**config.mk**
```make
export PLATFORM = sky130hd
export DESIGN_NAME = sync_debounce_edge
export DESIGN_NICKNAME = d
export VERILOG_FILES = /design/src/rtl/sync_debounce_edge.sv
export SDC_FILE = /design/constraint.sdc
export NUM_CORES = 1
export LEC_CHECK = 0
export ABC_AREA = 1
export ABC_CLOCK_PERIOD_IN_PS = 3060
export CORE_MARGIN = 5
export CORE_UTILIZATION = 45
export DETAILED_ROUTE_END_ITERATION = 10
export PLACE_DENSITY = 0.75
export SETUP_SLACK_MARGIN = 0.5
export SLEW_MARGIN = 25
export SYNTH_ARGS = -nofsm -noshare
export SYNTH_HDL_FRONTEND = slang
export SYNTH_SLANG_ARGS = --single-unit
```
**constraint.sdc**
```tcl
create_clock -name clk -period 3.06 [get_ports clk]
set_input_delay 0.612 -clock clk [delete_from_list [all_inputs] [get_ports clk]]
set_output_delay 0.612 -clock clk [all_outputs]
set_load 0.03 [all_outputs]
```
**src/rtl/sync_debounce_edge.sv**
```systemverilog
// sync_debounce_edge: debounces an already-synchronized level in the clk domain.
// A new level is committed only after DEBOUNCE_CYCLES consecutive samples that
// differ from the current level; a single-cycle rise_o/fall_o pulse marks the
// commit. en_i=0 abandons any candidate and freezes level_o.
// Optional feature macro: SYNC_DEBOUNCE_GLITCH_CNT_EN adds glitch_cnt_o, a
// saturating count of candidates rejected because sig_i reverted.
module sync_debounce_edge #(
  parameter int unsigned CNT_W           = 16,
  parameter int unsigned DEBOUNCE_CYCLES = 1000,
  parameter logic        INIT_LEVEL      = 1'b0
) (
  input  logic       clk,
  input  logic       rstn,
  input  logic       sig_i,
  input  logic       en_i,
  output logic       level_o,
  output logic       rise_o,
  output logic       fall_o,
  output logic       busy_o
`ifdef SYNC_DEBOUNCE_GLITCH_CNT_EN
  ,
  output logic [7:0] glitch_cnt_o
`endif
);

  localparam longint unsigned CNT_MAX = (64'd1 << CNT_W) - 64'd1;

  // Reject unusable configurations at elaboration rather than misbehaving.
  if (CNT_W < 1 || CNT_W > 32) begin : g_bad_width
    $error("sync_debounce_edge: CNT_W=%0d out of range 1..32", CNT_W);
  end
  if (DEBOUNCE_CYCLES < 1 || longint'(DEBOUNCE_CYCLES) > CNT_MAX) begin : g_bad_cycles
    $error("sync_debounce_edge: DEBOUNCE_CYCLES=%0d out of range 1..2^CNT_W-1",
           DEBOUNCE_CYCLES);
  end

  // Count value at which the next agreeing sample is the DEBOUNCE_CYCLES-th.
  localparam logic [CNT_W-1:0] CNT_LAST  = CNT_W'(DEBOUNCE_CYCLES - 1);
  localparam logic [CNT_W-1:0] CNT_ONE   = CNT_W'(1);
  localparam logic             IMMEDIATE = (DEBOUNCE_CYCLES == 1);

  typedef enum logic [1:0] {
    STABLE_LO = 2'd0,
    CHK_HI    = 2'd1,
    STABLE_HI = 2'd2,
    CHK_LO    = 2'd3
  } state_e;

  state_e             state_q, state_d;
  logic [CNT_W-1:0]   cnt_q,   cnt_d;
  logic               level_q, level_d;
  logic               rise_q,  rise_d;
  logic               fall_q,  fall_d;

  // Next-state, counter and commit-pulse logic.
  always_comb begin
    state_d = state_q;
    cnt_d   = cnt_q;
    level_d = level_q;
    rise_d  = 1'b0;
    fall_d  = 1'b0;
    if (!en_i) begin
      // Disable drops any candidate; the stable state always matches level_q.
      state_d = level_q ? STABLE_HI : STABLE_LO;
      cnt_d   = '0;
    end else begin
      unique case (state_q)
        STABLE_LO: begin
          cnt_d = '0;
          if (sig_i) begin
            if (IMMEDIATE) begin
              level_d = 1'b1;
              rise_d  = 1'b1;
              state_d = STABLE_HI;
            end else begin
              cnt_d   = CNT_ONE;
              state_d = CHK_HI;
            end
          end
        end
        CHK_HI: begin
          if (!sig_i) begin
            cnt_d   = '0;
            state_d = STABLE_LO;
          end else if (cnt_q == CNT_LAST) begin
            level_d = 1'b1;
            rise_d  = 1'b1;
            cnt_d   = '0;
            state_d = STABLE_HI;
          end else begin
            cnt_d = cnt_q + CNT_ONE;
          end
        end
        STABLE_HI: begin
          cnt_d = '0;
          if (!sig_i) begin
            if (IMMEDIATE) begin
              level_d = 1'b0;
              fall_d  = 1'b1;
              state_d = STABLE_LO;
            end else begin
              cnt_d   = CNT_ONE;
              state_d = CHK_LO;
            end
          end
        end
        CHK_LO: begin
          if (sig_i) begin
            cnt_d   = '0;
            state_d = STABLE_HI;
          end else if (cnt_q == CNT_LAST) begin
            level_d = 1'b0;
            fall_d  = 1'b1;
            cnt_d   = '0;
            state_d = STABLE_LO;
          end else begin
            cnt_d = cnt_q + CNT_ONE;
          end
        end
        default: begin
          state_d = level_q ? STABLE_HI : STABLE_LO;
          cnt_d   = '0;
        end
      endcase
    end
  end

  // State, counter and registered outputs; synchronous active-low reset.
  always_ff @(posedge clk) begin
    if (!rstn) begin
      state_q <= INIT_LEVEL ? STABLE_HI : STABLE_LO;
      cnt_q   <= '0;
      level_q <= INIT_LEVEL;
      rise_q  <= 1'b0;
      fall_q  <= 1'b0;
    end else begin
      state_q <= state_d;
      cnt_q   <= cnt_d;
      level_q <= level_d;
      rise_q  <= rise_d;
      fall_q  <= fall_d;
    end
  end

  assign level_o = level_q;
  assign rise_o  = rise_q;
  assign fall_o  = fall_q;
  // Busy is a pure decode of the state register.
  assign busy_o  = (state_q == CHK_HI) || (state_q == CHK_LO);

`ifdef SYNC_DEBOUNCE_GLITCH_CNT_EN
  logic       reject;
  logic [7:0] glitch_q, glitch_d;

  // A rejection is a CHK state seeing sig_i revert while enabled; disables do not count.
  always_comb begin
    reject   = en_i && (((state_q == CHK_HI) && !sig_i) ||
                        ((state_q == CHK_LO) &&  sig_i));
    glitch_d = glitch_q;
    if (reject && (glitch_q != '1)) begin
      glitch_d = glitch_q + 8'd1;
    end
  end

  // Saturating rejected-glitch counter.
  always_ff @(posedge clk) begin
    if (!rstn) begin
      glitch_q <= '0;
    end else begin
      glitch_q <= glitch_d;
    end
  end

  assign glitch_cnt_o = glitch_q;
`endif

endmodule

```
==> summary.md, run 1 <==
| Metric | Value |
|---|---|
| EDFF count, synth | 0 |
| Grt ovf | 0 |
| Final period utilization | 68.9% |
| Vias in the first global route | 893 |
| RSZ-0062 raised after global routing | no |
| Gate Count Post-Synth | 158 |
| Post-route clock skew | 0.00576 ns |
| Worst-path clk slew | between 0.1 and 0.15 ns |
| Final Net Count | 173 |
| Worst min-delay path startpoint | level_o |
| Run status | complete, no violations |
| 1st-iter DRT viols | 35 |
| Number of rows created at floorplan | 18 |
| Maximum clock frequency | approximately 0.47 GHz |
| Slowest stage cell, crit path | clkdlybuf4s50_1 |
| Critical path cell sequence | clkdlybuf4s50_1 |
| Area delta synth->final | 11.2% |
| Clock buffer count from CTS | 3 |
| Minimum period implied by the final worst setup slack | 2.11 ns |
| Largest net degree at the start of global routing | 13 |
| Required time reported for the critical path endpoint | between 2 and 2.5 ns |
| Kind of path behind the tightest hold check | register to register |
| Via Count | between 1,000 and 1,500 |
| Routability congestion estimate from global placement | approximately 0.87 |
| WS Path Type | register to output port |
| Cell internal pwr | between 0.3 and 0.4 mW |
| Worst-case setup slack after placement | ~0.66 ns |
| Deepest level of the CTS H-tree | 1 |
| Die area | approximately 3500 um2 |
| Syn_nets | 163 |
| Initial antenna violation count | 0 |
| Wire length of the first global-routing pass | 3690 um |
| Sequential cell fraction of total power | 61.3% |
| Setup TNS | 0 ns |
| Number of diodes added for antenna fixing | 0 |
| Synth area leader | dfxtp_1 |
| Remaining number of nets flagged by the antenna check after routing | 0 |
| Worst path setup slack after routing | approximately 0.95 ns |
| Number of top-level pins | 8 |
| Worst Path Buf+Inv | 1 |
| Worst slew margin | 67.6% |
| Max incr delay on CP | 0.72 ns |
| Total leakage power | 0.479 nW |
| Longest Clk Path Bufs | 2 |
| Ys flop type | dfxtp_1 |
| Placed inst area | 1200 um2 |
| Switching power | roughly 0.12 mW |
| Kind of cell adding the most delay to the critical path | buffers and inverters |
| Detail Placement HPWL | 1630 um |
| Worst-path maximum fanout | 7 |
| Commonest cells in the synthesized netlist | nand2_1 (37), nor2_1 (28), dfxtp_1 (21), inv_1 (16), nand3_1 (11) |
| Sw Ratio | 25.8% |
| Std-Cell Core Area | 2410 um2 |
| Average routed wire per standard cell | 10.7 um |
| Pins Over Slew Limit | 0 |
| Origin of the worst setup path | state_q[0] |
| Overall fraction of global-route tracks in use | 13.4% |
| Clock share of power | roughly 29% |
| Number of setup violations in the final report | 0 |
| Final non-filler cell area | 1230 um2 |
| Final core utilization | around half |
| Root Buffer | clkbuf_4 |
| DRC errors left | 0 |
| Yosys warns | 0 |
| Arr. time, crit path | 1.50 ns |
| Sequential fraction of the synthesis area | 38.0% |
| Endpoint kind of the worst setup timing path | output port |
| Worst reg2reg path startpoint | cnt_q[0] |
| Max-capacitance violation count | 0 |
| Flop and latch count out of synthesis | 21 |
| Share of post-route cells with drive strength above 1 | 12.0% |
| Top post-synthesis cells by area | dfxtp_1 (38%), nand2_1 (13%), nor2_1 (9.5%) |
| Hold Buf Count CTS | 0 |
| Gates resized, CTS repair | 0 |
| Share of total power in combinational logic | 9.7% |
| Post-detailed-route via-to-cell ratio | 5.12 |
| Worst-skew pair later-pin latency | about 0.31 ns |
| Max VDD drop | between 0.2 and 0.3 mV |
| Final Hold Viols | 0 |
| Post-CTS setup buffer count | 0 |
| Worst setup SP type | register |
| Count of different cell masters after synthesis | 27 |
| TritonCTS clock tree | done |
| Average cell area after synthesis | around 7.0 um2 |
| Sinks on the clock net | 21 |
| Die Wd | 59.6 um |
| Die Ht | 59.6 um |
| Most frequent cell after synthesis | nand2_1 |
| Async S/R FF share, synth | 0% |
| Overall power after layout | 0.464 mW |
| Worst-Margin Slew | 0.485 ns |
| Fraction of synthesized cell area taken by the top area cell type | 38.0% |
| Buffers added on ports | 7 |
| Total wire length | ~2100 um |
| Mapped Area | about 1100 um2 |
| Initial Util | 45.9% |
| Detailed-router iteration count before antenna repair | 4 |
| Pwr dens | approximately 380 nW/um2 |
-- layer usage --
| metal | share of wire [%] | wire length [um] | vias to the layer above | track usage, % |
|---|---|---|---|---|
| met5 | 0 | 0 | - | 0 |
| met4 | 1.6 | 34 | 0 | 6.33 |
| met3 | 4.2 | 89 | 5 | 3.05 |
| met2 | 46 | 975 | 27 | 21.1 |
| met1 | 48 | 1000 | 463 | 17.2 |
| li1 | - | - | 514 | - |
-- sequential cells by signal, summed over array words and instances, names as in the netlist, named ones only --
| name | count |
|---|---|
| level_o | 1 |
| rise_o | 1 |
| cnt_q | 16 |
| state_q | 1 |
| fall_o | 1 |
-- cell usage in the layout, fill, tap and decap left out, types with 2 or more instances in the layout --
master | netlist | layout
inv_2 | 4 | 4
nor2_1 | 28 | 28
xor2_1 | 6 | 6
inv_1 | 16 | 16
clkbuf_4 | 0 | 3
nor3_2 | 3 | 3
nor3_1 | 4 | 4
nor2_2 | 3 | 3
clkdlybuf4s50_1 | 0 | 7
nor4_1 | 2 | 2
nor3_4 | 2 | 2
nand2_1 | 37 | 37
nand2_2 | 2 | 2
nand3_1 | 11 | 11
o21ai_0 | 2 | 2
dfxtp_1 | 21 | 21
a21oi_1 | 5 | 5
-- power groups by stage --
stage               Combinational [mW]  Clock, mW  Sequential, mW
global route                    0.0495      0.156           0.286
finish                          0.0452      0.135           0.285
global placement                0.0436          0           0.290
floorplan                       0.0326          0           0.288
detailed placement              0.0445          0           0.290
CTS                             0.0446      0.141           0.284
-- logic make-up (layout without fill, tap and decap cells) --
group                    after synthesis  count (layout)  synth area share (%)
XOR/XNOR                               7               7                  5.54
buffers and inverters                 22              31                  7.81
AO/OA/AOI/OAI                         12              12                  6.45
flip-flops                            21              21                  38.0
AND/OR/NAND/NOR                       95              95                  41.1
adder cells (fa/ha/maj)                1               1                  1.13
-- area by class of cell --
type                       instances  area, um2
fill                             221       1180
clock buffer                       3       22.5
multi-input combinational        115        599
timing repair buffer               7       70.1
clock inverter                     1       5.00
inverter                          20       75.1
sequential                        21        420
tap                               30       37.5
-- through the flow --
stage / instances / hold WS [ns]
2_1_floorplan: 158 / 0.459
3_3_place_gp: 193 / 0.493
3_5_place_dp: 193 / 0.509
4_1_cts: 197 / 0.542
5_1_grt: 197 / 0.571
6_report: 197 / 0.534
-- worst paths after layout --
kind | end | slack [ns] | cells past startpoint
setup / recovery | busy_o | 0.95 | 1
hold reg to reg | level_o | 0.53 | 1
setup reg to reg | cnt_q[10] | 1.19 | 10
hold / removal | level_o | 0.53 | 1
(Power assumes the default switching activity.)
==> run 2, diff against run 1 <==
--- a/config.mk
+++ b/config.mk
@@ -6,7 +6,7 @@
 export NUM_CORES = 1
 export LEC_CHECK = 0
 export ABC_AREA = 1
-export ABC_CLOCK_PERIOD_IN_PS = 3060
+export ABC_CLOCK_PERIOD_IN_PS = 2100
 export CORE_MARGIN = 5
 export CORE_UTILIZATION = 45
 export DETAILED_ROUTE_END_ITERATION = 10
==> constraint.sdc (replaced) <==
create_clock -name clk -period 2.1 [get_ports clk]
set_input_delay 0.42 -clock clk [delete_from_list [all_inputs] [get_ports clk]]
set_output_delay 0.42 -clock clk [all_outputs]
set_load 0.03 [all_outputs]
==> run 2 against run 1 <==
Net effect: register-to-register slack worse by 0.57 ns; clock skew up 0.0016 ns; cell count up 1.5%; flip-flop and latch count unchanged; worst hold slack worse by 0.091 ns; critical endpoint is now cnt_q[12]; largest cell class unchanged; largest power group unchanged.
==> summary.md, run 2 (synthesized netlist as in run 1, its figures left out) <==
| Metric | Value |
|---|---|
| Number of rows created at floorplan | 18 (unchanged) |
| Worst slew margin | 79.7% (was 67.6%) |
| Post-route clock skew | 0.00734 ns (was 0.00576 ns) |
| Worst setup SP type | primary input (was register) |
| Clock buffer count from CTS | 3 (unchanged) |
| Largest net degree at the start of global routing | 13 (unchanged) |
| Max-capacitance violation count | 0 (unchanged) |
| Final period utilization | 72.0% |
| Vias in the first global route | 886 (was 893) |
| Detail Placement HPWL | 1670 um (was 1630 um) |
| Number of diodes added for antenna fixing | 0 (unchanged) |
| Sinks on the clock net | 21 (unchanged) |
| Most common cell after layout, fill and taps aside | nand2_1 (unchanged) |
| Pwr dens | 541 nW/um2 (was 378 nW/um2) |
| Initial antenna violation count | 0 (unchanged) |
| Largest reg by FF count | cnt_q (unchanged) |
| Slowest stage cell, crit path | clkdlybuf4s50_1 (unchanged) |
| Area delta synth->final | 13.8% (was 11.2%) |
| Final Net Count | 176 (was 173) |
| Number of setup violations in the final report | 0 (unchanged) |
| Via Count | 989 (was 1,009) |
| DRC errors left | 0 (unchanged) |
| Die Ht | 59.6 um (unchanged) |
| Die area | 3550 um2 (unchanged) |
| Cell repeated most along the worst path | nand2_1 |
| Setup TNS | 0 ns (unchanged) |
| Worst-Margin Slew | 0.306 ns (was 0.485 ns) |
| Deepest level of the CTS H-tree | 1 (unchanged) |
| Hold Buf Count CTS | 0 (unchanged) |
| Pins Over Slew Limit | 0 (unchanged) |
| Initial Util | 45.9% (unchanged) |
| Post-detailed-route via-to-cell ratio | 4.95 (was 5.12) |
| TritonCTS clock tree | done (unchanged) |
| Average routed wire per standard cell | 10.5 um (was 10.7 um) |
| Worst-skew pair later-pin latency | 0.31 ns (about the same) |
| Max incr delay on CP | 0.52 ns (was 0.72 ns) |
| Wire length of the first global-routing pass | 3640 um (was 3690 um) |
| Leading cell types in the layout, fill and taps excluded | nand2_1 (37), nor2_1 (25), dfxtp_1 (20), inv_1 (16), nand3_1 (11) (was nand2_1 (37), nor2_1 (28), dfxtp_1 (21), inv_1 (16), nand3_1 (11)) |
| Share of post-route cells with drive strength above 1 | 16.5% (was 12.0%) |
| Worst-path clk slew | 0.12 ns (was 0.11 ns) |
| Detailed-router iteration count before antenna repair | 4 (unchanged) |
| Required time reported for the critical path endpoint | 2.35 ns (was 2.45 ns) |
| Routability congestion estimate from global placement | 0.892 (was 0.872) |
| Endpoint kind of the worst setup timing path | register (was output port) |
| Max VDD drop | 0.501 mV (was 0.282 mV) |
| Number of flip-flops under the largest register name | 16 (unchanged) |
| RSZ-0062 raised after global routing | no (unchanged) |
| Overall power after layout | 0.681 mW (was 0.464 mW) |
| 1st-iter DRT viols | 24 (was 35) |
| Root Buffer | clkbuf_4 (unchanged) |
| Critical path cell sequence | clkdlybuf4s50_1 > nand2_1 > nor3_2 > nand3_1 > inv_2 > nand2_1 > a31oi_1 (was clkdlybuf4s50_1) |
| Remaining number of nets flagged by the antenna check after routing | 0 (unchanged) |
| Buffers added on ports | 7 (unchanged) |
| Maximum clock frequency | approximately 0.66 GHz |
| Run status | complete, no violations (unchanged) |
| Kind of path behind the tightest hold check | primary input to register (was register to register) |
| Number of top-level pins | 8 (unchanged) |
| Arr. time, crit path | 1.76 ns (was 1.50 ns) |
| Final Hold Viols | 0 (unchanged) |
| Filler Cell Count | 250 (was 221) |
| Grt ovf | 0 (unchanged) |
| Worst-path maximum fanout | 5 (was 7) |
| Total leakage power | 0.520 nW (was 0.479 nW) |
| WS Path Type | primary input to register (was register to output port) |
| Total wire length | 2100 um (about the same) |
| Std-Cell Core Area | 2410 um2 (unchanged) |
| Die Wd | 59.6 um (unchanged) |
| Minimum period implied by the final worst setup slack | 1.51 ns |
| Overall fraction of global-route tracks in use | 13.5% (was 13.4%) |
| Longest Clk Path Bufs | 2 (unchanged) |
run 2: changes by cell type in the layout (fill, tap and decap cells not counted), sizes merged:
| cell | delta |
|---|---|
| dlymetal6s2s | +1 |
| clkbuf | +1 |
| dlygate4sd2 | +3 |
| buf | +3 |
| clkdlybuf4s50 | -5 |
run 2: per-stage QoR:
stage | instances | util, % | area (um2) | hold slack, ns | worst slack, ns
6_report | 200 | 52.2 | 1260 | 0.443 | 0.588
5_1_grt | 200 | 52.2 | 1260 | 0.468 | 0.503
4_1_cts | 198 | 51.1 | 1230 | 0.530 | 0.484
3_5_place_dp | 194 | 50.2 | 1210 | 0.511 | 0.278
3_3_place_gp | 194 | 50.2 | 1210 | 0.492 | 0.343
2_1_floorplan | 158 | - | 1110 | 0.459 | 0.765
run 2: worst paths after layout:
check / startpoint / end / slack (ns) / depth (start not counted)
worst min register to register: cnt_q[14] / cnt_q[14] / 0.53 / 2
worst max register to register: cnt_q[0] / cnt_q[12] / 0.62 / 10
worst max-delay path: rstn / cnt_q[12] / 0.59 / 7
worst min-delay path: sig_i / fall_o / 0.44 / 2
run 2: critical path, delay by kind of cell:
| kind | cells | cell delay (ns) |
|---|---|---|
| AO/OA/AOI/OAI | 1 | 0.14 |
| buffers and inverters | 2 | 0.64 |
| AND/OR/NAND/NOR | 4 | 0.56 |
run 2: routing by layer:
| layer | vias to the layer above | share of wire [%] | routed length, um | track usage, % |
|---|---|---|---|---|
| met5 | - | 0 | 0 | 0 |
| met4 | 0 | 2.0 | 42 | 7.59 |
| met3 | 5 | 2.6 | 55 | 1.96 |
| met2 | 14 | 46 | 954 | 22.0 |
| met1 | 445 | 50 | 1040 | 16.8 |
| li1 | 525 | - | - | - |
run 2: final cells by class:
cell class / count / area, um2 / area share, %
Multi-Input combinational cell: 115 / 607 / 48.2
Inverter: 20 / 75.1 / 5.96
Timing Repair Buffer: 10 / 90.1 / 7.16
Tap cell: 30 / 37.5 / 2.98
Sequential cell: 21 / 422 / 33.5
Clock inverter: 1 / 5.00 / 0.398
Clock buffer: 3 / 22.5 / 1.79
run 2: timing repair:
item,4_1_cts,5_1_grt
resized for setup,4,8
endpoints found under the setup margin,4,19
buffers inserted,0,2
run 2: report_power, final:
group | internal [mW] | switching (mW)
registers | 0.405 | 0.00920
logic | 0.0264 | 0.0394
clock network | 0.0713 | 0.130
==> run 3, diff against run 2 <==
--- a/config.mk
+++ b/config.mk
@@ -6,7 +6,7 @@
 export NUM_CORES = 1
 export LEC_CHECK = 0
 export ABC_AREA = 1
-export ABC_CLOCK_PERIOD_IN_PS = 2100
+export ABC_CLOCK_PERIOD_IN_PS = 1600
 export CORE_MARGIN = 5
 export CORE_UTILIZATION = 45
 export DETAILED_ROUTE_END_ITERATION = 10
==> constraint.sdc (replaced) <==
create_clock -name clk -period 1.6 [get_ports clk]
set_input_delay 0.32 -clock clk [delete_from_list [all_inputs] [get_ports clk]]
set_output_delay 0.32 -clock clk [all_outputs]
set_load 0.03 [all_outputs]
==> run 3 against run 2 <==
Net effect: first-iteration DRC count grew 33%; largest power group unchanged; via count grew 14%; flip-flop and latch count is the same; critical path type is now register to register; wire length grew 35%; worst hold slack lost 0.029 ns; setup slack lost 0.40 ns; core utilization grew 11 points; cell area grew 22%; die area is the same; sequential power grew 31%.
==> summary.md, run 3 (synthesized netlist as in run 1, its figures left out) <==
| Metric | Value |
|---|---|
| Run status | complete, no violations (unchanged) |
| Leading cell types in the layout, fill and taps excluded | nand2_1 (30), nor2_1 (19), inv_1 (14), buf_4 (12), dfxtp_2 (11) (was nand2_1 (37), nor2_1 (25), dfxtp_1 (20), inv_1 (16), nand3_1 (11)) |
| Longest Clk Path Bufs | 2 (unchanged) |
| 1st-iter DRT viols | 32 (was 24) |
| DRC errors left | 0 (unchanged) |
| Die Wd | 59.6 um (unchanged) |
| Final Net Count | 187 (was 176) |
| Area delta synth->final | 38.6% (was 13.8%) |
| Post-route clock skew | 0.00439 ns (was 0.00734 ns) |
| Die Ht | 59.6 um (unchanged) |
| Worst-path clk slew | 0.13 ns (was 0.12 ns) |
| Setup TNS | 0 ns (unchanged) |
| Share of post-route cells with drive strength above 1 | 41.4% (was 16.5%) |
| Worst min-delay path startpoint | sig_i (unchanged) |
| Sinks on the clock net | 21 (unchanged) |
| Max incr delay on CP | 0.39 ns (was 0.52 ns) |
| Cell repeated most along the worst path | nand2_1 (unchanged) |
| Filler Cell Count | 194 (was 250) |
| Max VDD drop | 0.627 mV (was 0.501 mV) |
| Largest reg by FF count | cnt_q (unchanged) |
| Worst-Margin Slew | 0.269 ns (was 0.306 ns) |
| Arr. time, crit path | 1.65 ns (was 1.76 ns) |
| Number of setup violations in the final report | 0 (unchanged) |
| Pwr dens | 626 nW/um2 (was 541 nW/um2) |
| Die area | 3550 um2 (unchanged) |
| Worst slack on hold paths | 0.414 ns (was 0.443 ns) |
| Final period utilization | approximately 88% |
| Required time reported for the critical path endpoint | 1.84 ns (was 2.35 ns) |
| Pins Over Slew Limit | 0 (unchanged) |
| Average routed wire per standard cell | 13.4 um (was 10.5 um) |
| Root Buffer | clkbuf_4 (unchanged) |
| RSZ-0062 raised after global routing | yes (was no) |
| Final Hold Viols | 0 (unchanged) |
| Kind of path behind the tightest hold check | primary input to register (unchanged) |
| Total wire length | 2830 um (was 2100 um) |
| Slowest stage cell, crit path | dfxtp_4 (was clkdlybuf4s50_1) |
| Number of rows created at floorplan | 18 (unchanged) |
| Worst setup SP type | register (was primary input) |
| Largest net degree at the start of global routing | 13 (unchanged) |
| Most common cell after layout, fill and taps aside | nand2_1 (unchanged) |
| Detail Placement HPWL | 1760 um (was 1670 um) |
| Std-Cell Core Area | 2410 um2 (unchanged) |
| Overall fraction of global-route tracks in use | 16.7% (was 13.5%) |
| TritonCTS clock tree | done (unchanged) |
| Final core utilization | 63.6% (was 52.2%) |
| Detailed-router iteration count before antenna repair | 4 (unchanged) |
| Deepest level of the CTS H-tree | 1 (unchanged) |
| Worst reg2reg path startpoint | cnt_q[0] (unchanged) |
| Remaining number of nets flagged by the antenna check after routing | 0 (unchanged) |
| Initial Util | 45.9% (unchanged) |
| Routability congestion estimate from global placement | 0.816 (was 0.892) |
| Worst slew margin | 82.0% (was 79.7%) |
| Initial antenna violation count | 0 (unchanged) |
| Total leakage power | 0.626 nW (was 0.520 nW) |
| Buffers added on ports | 7 (unchanged) |
| Clock buffer count from CTS | 3 (unchanged) |
| WS Path Type | register to register (was primary input to register) |
| Via Count | 1,123 (was 989) |
| Critical path cell sequence | ha_4 > nand2_4 > inv_6 > nand3_4 > nor2_4 > nand2_1 > nor3_2 > nand2_1 > nand2_1 > nor2_1 (was clkdlybuf4s50_1 > nand2_1 > nor3_2 > nand3_1 > inv_2 > nand2_1 > a31oi_1) |
| Maximum clock frequency | 0.707 GHz |
| Grt ovf | 0 (unchanged) |
| Max-capacitance violation count | 0 (unchanged) |
| Placed inst area | 1270 um2 (was 1210 um2) |
| Worst-skew pair later-pin latency | 0.32 ns (was 0.31 ns) |
| Endpoint kind of the worst setup timing path | register (unchanged) |
| Worst-path maximum fanout | 4 (was 5) |
| Number of diodes added for antenna fixing | 0 (unchanged) |
| Overall power after layout | 0.960 mW (was 0.681 mW) |
| Post-detailed-route via-to-cell ratio | 5.32 (was 4.95) |
| Minimum period implied by the final worst setup slack | 1.41 ns |
| Number of top-level pins | 8 (unchanged) |
| Vias in the first global route | 1,100 (was 886) |
| Wire length of the first global-routing pass | 4450 um (was 3640 um) |
| Origin of the worst setup path | cnt_q[0] (was rstn) |
| Final non-filler cell area | 1530 um2 (was 1260 um2) |
| Number of flip-flops under the largest register name | 16 (unchanged) |
| Hold Buf Count CTS | 0 (unchanged) |
[run 3: cell count changes in the layout (fill, tap and decap cells not counted), moves of 3 or more]
cell / delta
nand2_2: +4
buf_6: +5
nand2_1: -7
nand2_4: +3
nand3_1: -4
dfxtp_2: +10
nor2_4: +6
nor2_1: -6
dfxtp_1: -11
buf_4: +10
[run 3: area by class of cell]
cell class	instances	area, um2	area share, %
Sequential cell	21	438	28.6
Timing Repair Buffer	21	184	12.0
Tap cell	30	37.5	2.45
Inverter	20	82.6	5.39
Clock inverter	1	5.00	0.327
Clock buffer	3	22.5	1.47
Multi-Input combinational cell	115	763	49.8
[run 3: worst paths after layout]
kind	to	slack, ns	cells after the start
setup / recovery	cnt_q[14]	0.19	10
hold / removal	fall_o	0.41	2
setup reg to reg	cnt_q[14]	0.19	10
hold reg to reg	rise_o	0.52	1
[run 3: per-stage QoR]
step	cells	setup slack, ns
after floorplan	158	0.349
after global placement	198	-0.0164
after detailed placement	198	-0.0981
after CTS	209	0.234
after global routing	211	0.116
final	211	0.185
[run 3: power by group]
part / switching, mW / internal, mW / total (mW)
registers: 0.0120 / 0.532 / 0.544
logic: 0.0806 / 0.0596 / 0.140
clock network: 0.182 / 0.0939 / 0.276
total: 0.275 / 0.685 / 0.960
[run 3: what timing repair did]
item                                    in CTS  in global routing
resized for setup                           55                 28
buffers inserted                             6                  2
gates cloned                                 1                  0
pin swaps                                    4                 10
endpoints found under the setup margin      25                 25
[run 3: metal layers]
layer	track usage, %	vias up	routed length, um
met4	11.4	0	91
met3	2.83	9	153
met2	28.9	38	1470
met5	0	-	0
met1	18.3	531	1110
li1	-	545	-
[run 3: worst max-delay path, delay by kind of cell (launching register included)]
kind                     cells  cell delay, ns
buffers and inverters        1            0.08
adder cells (fa/ha/maj)      1            0.15
flip-flops                   1            0.39
AND/OR/NAND/NOR              8            0.71
==> RTL change: new RTL, config.mk and constraints of run 3 <==
`CNT_W`: 16 -> 17.
--- a/src/rtl/sync_debounce_edge.sv
+++ b/src/rtl/sync_debounce_edge.sv
@@ -6,5 +6,5 @@
 // saturating count of candidates rejected because sig_i reverted.
 module sync_debounce_edge #(
-  parameter int unsigned CNT_W           = 16,
+  parameter int unsigned CNT_W           = 17,
   parameter int unsigned DEBOUNCE_CYCLES = 1000,
   parameter logic        INIT_LEVEL      = 1'b0
Behaviour: same outputs for any inputs over 10 cycles, from zero or initial values and one cycle with rstn low; that may be too few to reach the edited logic, so the function may still have changed.
==> RTL change against run 3 <==
- highest routed layer unchanged
- power grew 5.5%
- largest power group unchanged
- worst hold slack improved by 73 ps
- worst setup slack improved by 6.6 ps
- fmax rose by 0.47%
- wire length down 1.1%
- first-iteration DRC count increased by 34%
- die area increased by 4.9%
- sequential cell count up 1
- critical path depth fell by 1
- via count up 1.4%
- design area rose by 9.3%
- synthesized cell count grew 1.9%
- synthesized area grew 5.9%
==> RTL change: results (changes against run 3) <==
----------------------------------------------------
[Outcome]
  Result of the run ... finished, final reports clean (unchanged)

[Timing]
  Clock skew ... 6.11 ps (was 4.39 ps)
  Measured slew at the worst slew-check pin ... 236 ps (was 269 ps)

[Synth]
  Top post-synthesis cells by area ... dfxtp_1 (38%), nand2_1 (9.9%), inv_1 (7.7%), nor2_1 (7.7%), nand3_1 (3.8%) (was dfxtp_1 (38%), nand2_1 (13%), nor2_1 (9.5%), inv_1 (5.4%), nand3_1 (5.0%))
  Area fraction in compound gates after synthesis ... 8.12% (was 6.45%)
  Mean instance size in the synthesized netlist ... 7.27 um^2 (was 7.00 um^2)
  Area share of fa/ha/maj cells after synthesis ... 1.07% (was 1.13%)
  Post-synth top cells ... nand2_1 (31), inv_1 (24), nor2_1 (24), dfxtp_1 (22), nand3_1 (9) (was nand2_1 (37), nor2_1 (28), dfxtp_1 (21), inv_1 (16), nand3_1 (11))
  Share of the synthesized netlist area taken by xor and xnor gates ... 2.99% (was 5.54%)

[Power]
  Static Leak ... 0.746 nW (was 0.626 nW)
  Peak VDD IR ... 564 uV (was 627 uV)
  Power in the clock group ... 0.000311 W (was 0.000276 W)
  Switching pwr ... 0.000257 W (was 0.000275 W)
  Clk network pwr share ... 30.7% (was 28.8%)

[GRT]
  First-pass GRT wire length ... 4600 um (was 4450 um)
  Vias in the first global route ... 1091 (was 1100)

[Final layout]
  Fill cell instance count of the final layout ... 191 (was 194)
  Fraction of layout cells with a size suffix above 1 ... 42.2% (was 41.4%)
  Multi-input gates ... 112 (was 115)
  Fraction of area in multi-input gates ... 47.2% (was 49.8%)
  Sequential cell area ... 455 um^2 (was 438 um^2)
  Final Instance Count excl. Fillers ... 222 (was 211)
  Clock buffer instance count of the final layout ... 4 (was 3)

[Placed design]
  Placement-stage cell area ... 0.00135 mm^2 (was 0.00127 mm^2)
  Cell count after placement ... 204 (was 198)
  Placement-stage worst setup slack ... -172 ps (was -98.1 ps)
  Final weighted congestion of routability-driven global placement ... 0.853 (was 0.816)

[Worst setup path]
  Worst reg-to-reg path cell count ... 9 (was 10)
  Worst setup path end ... cnt_q[5]$_SDFF_PN0_ (was cnt_q[14]$_SDFF_PN0_)

----------------------------------------------------
RTL change: per-layer routing:
| layer | global-route usage [%] | vias up | wire (um) |
|---|---|---|---|
| met1 | 18.5 | 530 | 1100 |
| met2 | 31.5 | 21 | 1570 |
| li1 | - | 581 | - |
| met5 | 0 | - | 0 |
| met4 | 7.43 | 0 | 58 |
| met3 | 1.89 | 7 | 74 |
RTL change: worst min-delay path by stage:
stage	start	endpoint	slack, ps
2_1_floorplan	sig_i	fall_o$_SDFF_PP0_	400
3_3_place_gp	level_o$_SDFFE_PN0P_	level_o$_SDFFE_PN0P_	500
3_5_place_dp	level_o$_SDFFE_PN0P_	level_o$_SDFFE_PN0P_	500
4_1_cts	sig_i	fall_o$_SDFF_PP0_	480
5_1_grt	sig_i	fall_o$_SDFF_PP0_	500
6_report	sig_i	fall_o$_SDFF_PP0_	490
RTL change: timing repair:
action | CTS | global route
gates cloned | 1 | 0
resized for setup | 49 | 27
setup buffers | 9 | 4
setup endpoints to repair | 26 | 26
pin swaps | 7 | 9
